[src/rtl/reg_bus_arbiter.sv]
// Round-robin arbiter sharing one valid/ready register target among NREQ requesters.
// Grant registered (1 cycle after request); a grant holds while m_ready is low, released on completion or withdrawal.
module reg_bus_arbiter #(
    parameter int NREQ = 4,
    parameter int AW   = 2,
    parameter int DW   = 32
) (
    input  logic              clk,
    input  logic              rst_n,
    input  logic [NREQ-1:0]   req_valid,
    input  logic [NREQ-1:0]   req_wr,
    input  logic [NREQ*AW-1:0] req_addr,
    input  logic [NREQ*DW-1:0] req_wdata,
    output logic [NREQ-1:0]   req_ready,
    output logic [DW-1:0]     req_rdata,
    output logic              m_valid,
    input  logic              m_ready,
    output logic              m_wr,
    output logic [AW-1:0]     m_addr,
    output logic [DW-1:0]     m_wdata,
    input  logic [DW-1:0]     m_rdata,
    output logic [NREQ-1:0]   grant,
    output logic [31:0]       xfer_count
);

    localparam int IW = (NREQ > 1) ? $clog2(NREQ) : 1;

    localparam logic [0:0] IDLE = 1'b0;
    localparam logic [0:0] BUSY = 1'b1;

    logic [0:0]    state_q, state_d;
    logic [IW-1:0] gidx_q, gidx_d;
    logic [IW-1:0] last_q, last_d;
    logic [31:0]   xfer_count_q, xfer_count_d;

    logic [IW-1:0] pick;
    logic          any_vld;
    logic          busy;
    logic          done;

    // Search starts just past the last completed requester so it ends up lowest priority.
    always_comb begin
        pick    = '0;
        any_vld = 1'b0;
        for (int k = 1; k <= NREQ; k++) begin
            if (!any_vld && req_valid[(int'(last_q) + k) % NREQ]) begin
                any_vld = 1'b1;
                pick    = IW'((int'(last_q) + k) % NREQ);
            end
        end
    end

    assign busy = (state_q == BUSY);

    always_comb begin
        grant   = '0;
        m_valid = 1'b0;
        m_wr    = 1'b0;
        m_addr  = '0;
        m_wdata = '0;
        if (busy) begin
            grant[gidx_q] = 1'b1;
            m_valid       = req_valid[gidx_q];
            m_wr          = req_wr[gidx_q];
            m_addr        = req_addr[gidx_q*AW +: AW];
            m_wdata       = req_wdata[gidx_q*DW +: DW];
        end
    end

    assign done       = m_valid & m_ready;
    assign req_ready  = done ? grant : '0;
    assign req_rdata  = m_rdata;
    assign xfer_count = xfer_count_q;

    always_comb begin
        state_d      = state_q;
        gidx_d       = gidx_q;
        last_d       = last_q;
        xfer_count_d = xfer_count_q;
        case (state_q)
            IDLE: begin
                if (any_vld) begin
                    gidx_d  = pick;
                    state_d = BUSY;
                end
            end
            BUSY: begin
                // A requester dropping valid mid-grant abandons the slot without a transfer.
                if (!req_valid[gidx_q]) begin
                    state_d = IDLE;
                end else if (m_ready) begin
                    state_d      = IDLE;
                    last_d       = gidx_q;
                    xfer_count_d = xfer_count_q + 32'd1;
                end
            end
            default: state_d = IDLE;
        endcase
    end

    always_ff @(posedge clk or negedge rst_n) begin
        if (!rst_n) begin
            state_q      <= IDLE;
            gidx_q       <= '0;
            last_q       <= IW'(NREQ - 1);
            xfer_count_q <= '0;
        end else begin
            state_q      <= state_d;
            gidx_q       <= gidx_d;
            last_q       <= last_d;
            xfer_count_q <= xfer_count_d;
        end
    end

endmodule
[config.mk]
export PLATFORM = sky130hd
export DESIGN_NAME = reg_bus_arbiter
export DESIGN_NICKNAME = d
export VERILOG_FILES = /design/src/rtl/reg_bus_arbiter.sv
export SDC_FILE = /design/constraint.sdc
export NUM_CORES = 1
export LEC_CHECK = 0
export BUFFER_PORTS_ARGS = -buffer_cell sky130_fd_sc_hd__buf_2
export CORE_AREA = 3 3 110 112
export DETAILED_ROUTE_END_ITERATION = 10
export DIE_AREA = 0 0 113 115
export GPL_TIMING_DRIVEN = 0
export PLACE_DENSITY = 0.67
export SLEW_MARGIN = 5
export SYNTH_ARGS = -nofsm -noshare
export SYNTH_HDL_FRONTEND = slang
export SYNTH_SLANG_ARGS = --single-unit
[constraint.sdc]
create_clock -name clk -period 2.1 [get_ports clk]
set_clock_uncertainty 0.2 [all_clocks]
set_input_delay 0.315 -clock clk [delete_from_list [all_inputs] [get_ports clk]]
set_output_delay 0.315 -clock clk [all_outputs]
set_load 0.02 [all_outputs]
# Word level (Yosys, flattened, before mapping)
# Cells that the tools add are included.
# classes
addsub,5
n_mul,0
n_div,0
order_cmp,6
eq_ne,0
n_shift,2
mux,36
n_bitwise,6
n_reduce_logical,13
# op_table
operator,count
$shiftx 128x8->32,1
$add 32x1->32 const B,1
$mux 32,1
$mux 1,20
$lt 3x4->1 const B,4
$bmux 1 s2,6
$mux 2,5
$mux 4,2
$reduce_or 2->1,4
$shiftx 8x4->2,1
$add 2x1->2 const B,2
$add 2x2->2 const B,2
$and 1x1->1 const A,4
$logic_and 1x1->1,4
$logic_not 1->1,3
$lt 2x3->1 const B,1
$reduce_and 3->1,1
$demux 1 s2,1
$ge 2x1->1 const B,1
$pmux 1 s2,1
$reduce_and 2->1,1
$and 1x1->1,1
$not 1->1,1
# word_totals
ff_bits,37
latchBits,0
mem_bits_rw,0
mem_bits_ro,0
in_bits,179
out_inout_bits,108
wordCells,72
memories,0

# Longest topological paths before layout
# depth
depth_word,18
depth_mapped,6
mapped_depth_nobuf,5

# Worst setup path after synthesis
# No wires, ideal clock.
# synth_timing
kind,reg2out
start,register gidx_q[1]
end,output req_ready[2]
arrival_time_ns,1.667
required_ns,1.585
path_slack_ns,-0.082
stages_incl_launch_ff,6
cell_sequence,dfrtp_1 mux4_2 nand2_1 inv_1 nand2_1 nor3b_1
# synth_between
word_cells_on_any_way,11
cone_classes,order compare (2); mux (7); bitwise (1); reduce/logical (1)
# synth_lines
element,line,source
from (decl),32,"logic [IW-1:0] gidx_q, gidx_d;"
from (signal assigned),109,gidx_q <= gidx_d;
$bmux 1 s2,63,m_valid = req_valid[gidx_q];
$mux 1 (not written as such),63,
$mux 1,61,if (busy) begin
via m_valid,16,"output logic m_valid,"
$and 1x1->1,70,assign done = m_valid & m_ready;
$mux 4,71,assign req_ready = done ? grant : '0;
to (decl),14,"output logic [NREQ-1:0] req_ready,"
# The timed path passes the listed nets, and every way through them passes these cells. The select of a mux whose other input is x is not followed.

# Worst setup path in the final report
# layout_timing
start,register gidx_q[0]
end,output m_wdata[8]
# layout_between
elab_chain_len,2
# layout_rtl
element,line,source
$shiftx 128x8->32,66,m_wdata = req_wdata[gidx_q*DW +: DW];
$mux 32,61,
to (decl),20,"output logic [DW-1:0] m_wdata,"
# Every way passes these cells.

==> results.md <==
* Critical Setup Path Class: flop to output port
* Share of layout cells above drive strength 1 at 68.67%
* Synth Instances at 292
* Largest net degree at the start of global routing at 38
* DR WL/cell at 18.10 um
* First-pass GRT wire length at 18550 um
* Crit path time final at 2.304 ns
* Synth cell types at 36
* GPL Wtd Cong at 0.9740
* Crit path buf inv count at 3
* Cell Area, Placed at 0.004677 mm2
* RSZ-0062 raised after global routing: yes
* Dpl hpwl at 10850 um
* TNS Setup at -6.446 ns
* Total GRT Usage at 18.14%
* Layout area overhead at 61.61%
* Largest family of logic cells by synthesized area: multiplexers
* Core Area at 0.01132 mm2
* Hold Crit Start: m_ready
* Failing checks: setup timing
* P_leak at 2.775 nW
* I/O Buffers at 254
* Io pins at 287
* Worst hold slack at 0.1085 ns
* Final hold viol count at 0
* Synthesis-stage register bit count at 37
* Total wire length at 12850 um
* H-Tree Level Count at 2
* Ys flop type: dfrtp_1
* Post-synthesis xor/xnor area fraction at 8.440%
* Initial Util at 28.42%
* Worst EP required at 1.58 ns
* Crit share post-route at 109.7%
* Die Y at 115 um
* Pwr Total at 0.005754 W
* Nets at 744
* CP max FO at 10
* Worst Max-Slew Pin Slew at 0.8594 ns
* Async set-or-reset flop fraction in the synthesized netlist at 100.0%
* Final Cell Area at 0.005199 mm2
* CTS Sinks at 37
* Adder-cell share of the synthesized area at 0.3890%
* Worst setup startpoint: gidx_q[0]
* Crit path launch type: flop
* Slowest Stage Delay on Critical Path at 0.51 ns
* Max Cap Violations at 0
* Die area at 0.01300 mm2
* Initial antenna violation count at 6
* VDD IR max at 693.4 uV
* Synth Area in Compound Gates at 1.595%
* Synth top cells by count: 36 x and2_1, 36 x mux4_2, 35 x dfrtp_1
* R2r startpoint: gidx_q[1]
* Kind of cell adding the most delay to the critical path: multiplexers
* Area contributors post-synth: dfrtp_1 27%, mux4_2 25%, buf_4 7.5%
* R2r setup slk at -0.01 ns
* Final setup violation count at 41
* Slew headroom at 42.71%
* Ys Warns at 0
* Cell Rows at 39
* Yosys top cell area share at 27.23%
* Vias in the first global route at 3414
* Slowest CP cell: mux4_2
* Maximum clock rate at 434.0 MHz
* # DRC at 0
* Number of synthesized flops with an enable pin at 0
* Slew Limit Fails at 0
* Clock Latency Late Sink at 0.27 ns
* Total grt overflow at 0
* Root Buffer: clkbuf_16
* Outcome: finished with violations
* Worst Setup End Kind: output port
* Drt via density at 4.894
* Num CTS Buffers at 5
* Post-synthesis mux area share at 27.54%
* CTS tree: yes
* Simple logic cell fraction of the synthesized area at 22.60%
* Vias at 3475
* CP most frequent cell: buf_12
* Worst-path clk slew at 0.06 ns
* Worst setup margin at -0.2044 ns
* Syn Area/Cell at 11.02 um2
* Post-synthesis sequential area ratio at 28.86%
* Area leader, netlist: dfrtp_1
* PwrDens at 1107 mW/mm2
* Worst EP arrival at 1.79 ns
* DRT iter0 DRCs at 162
* Post-Syn Area at 0.003217 mm2
* Hold Crit Class: input pin to flop
* Syn_nets at 472
* Worst slack, placed at -0.3687 ns
* Die width at 113 um
* CP Cell Sequence: buf_12 -> buf_12 -> mux4_2 -> and2_1 -> buf_2
* CTS max path bufs at 2
* First-pass DRT Iterations at 4
* Post-DRT Antenna Nets at 0
repair_timing:
| action | CTS | global route |
|---|---|---|
| gates resized for setup | 53 | 26 |
| buffers inserted | 8 | 2 |
| endpoints found under the hold margin | 35 | 0 |
| pin swaps | 4 | 3 |
| setup endpoints to repair | 44 | 45 |
| cloned | 0 | 1 |
| hold buffers | 1 | 0 |
cell usage in the layout, fill, tap and decap left out, types with 3 or more instances in the layout:
| cell type | netlist | routed |
|---|---|---|
| nand3_1 | 8 | 7 |
| and2_1 | 36 | 30 |
| nand4_1 | 5 | 5 |
| buf_4 | 32 | 47 |
| nand2_1 | 18 | 15 |
| nor4_1 | 5 | 3 |
| xnor2_1 | 7 | 7 |
| nor2_1 | 10 | 9 |
| clkbuf_2 | 0 | 3 |
| dfrtp_1 | 35 | 34 |
| mux2i_1 | 3 | 3 |
| mux4_2 | 36 | 36 |
| buf_12 | 0 | 4 |
| nor4_2 | 6 | 7 |
| and2_4 | 0 | 6 |
| inv_1 | 5 | 4 |
| buf_2 | 5 | 241 |
| nor3_1 | 11 | 9 |
| nand2_4 | 0 | 3 |
| xor2_1 | 24 | 24 |
| and4_1 | 6 | 6 |
| and3_1 | 6 | 4 |
| buf_6 | 2 | 11 |
| clkbuf_16 | 0 | 6 |
final timing paths:
path	endpoint	cells after the start
max	m_wdata[8]	5
min	busy	2
max reg2reg	xfer_count[12]	7
min reg2reg	xfer_count[31]	1
max in group asynchronous	busy	2
min in group asynchronous	xfer_count[11]	2
report_power, final:
part	leakage [nW]	switching, W	internal [W]
clock	0.0805	0.000285	0.000509
combinational	2.21	0.00199	0.00202
sequential	0.484	0.000123	0.000828
total	2.77	0.00240	0.00336
final cells by class:
cell class	count	area, um2
Tap cell	143	178.9
Clock inverter	1	8.758
Buffer	47	402.9
Clock buffer	7	152.6
Antenna cell	2	5.005
Inverter	5	21.27
Timing Repair Buffer	266	1448
Fill cell	1093	6122
Multi-Input combinational cell	202	2052
Sequential cell	37	929.6
layer usage:
layer,track usage (%),up-vias,routed length (um)
met4,3.285,8,61
met1,23.17,1716,5211
li1,-,1588,-
met5,0,-,52
met3,5.211,12,1083
met2,31.04,151,6443
sequential cells by signal, indices dropped and copies added (netlist names):
signal and flops:
last_q 2, gidx_q 2, xfer_count 32, busy 1
per-stage QoR:
step / cells / utilization, %
after floorplan: 292 / -
after global placement: 689 / 41.31
after detailed placement: 689 / 41.31
after CTS: 705 / 44.68
after global routing: 710 / 45.92
final: 710 / 45.92
cell families after synthesis:
kind of cell	Yosys count
and+or+nand+nor	119
buffers and inverters	53
muxes	43
DFF	37
xor gates and xnor gates	31
AOI/OAI and AO/OA	8
adders and majority gates	1
Note: power is estimated with default switching activity, not from simulation.
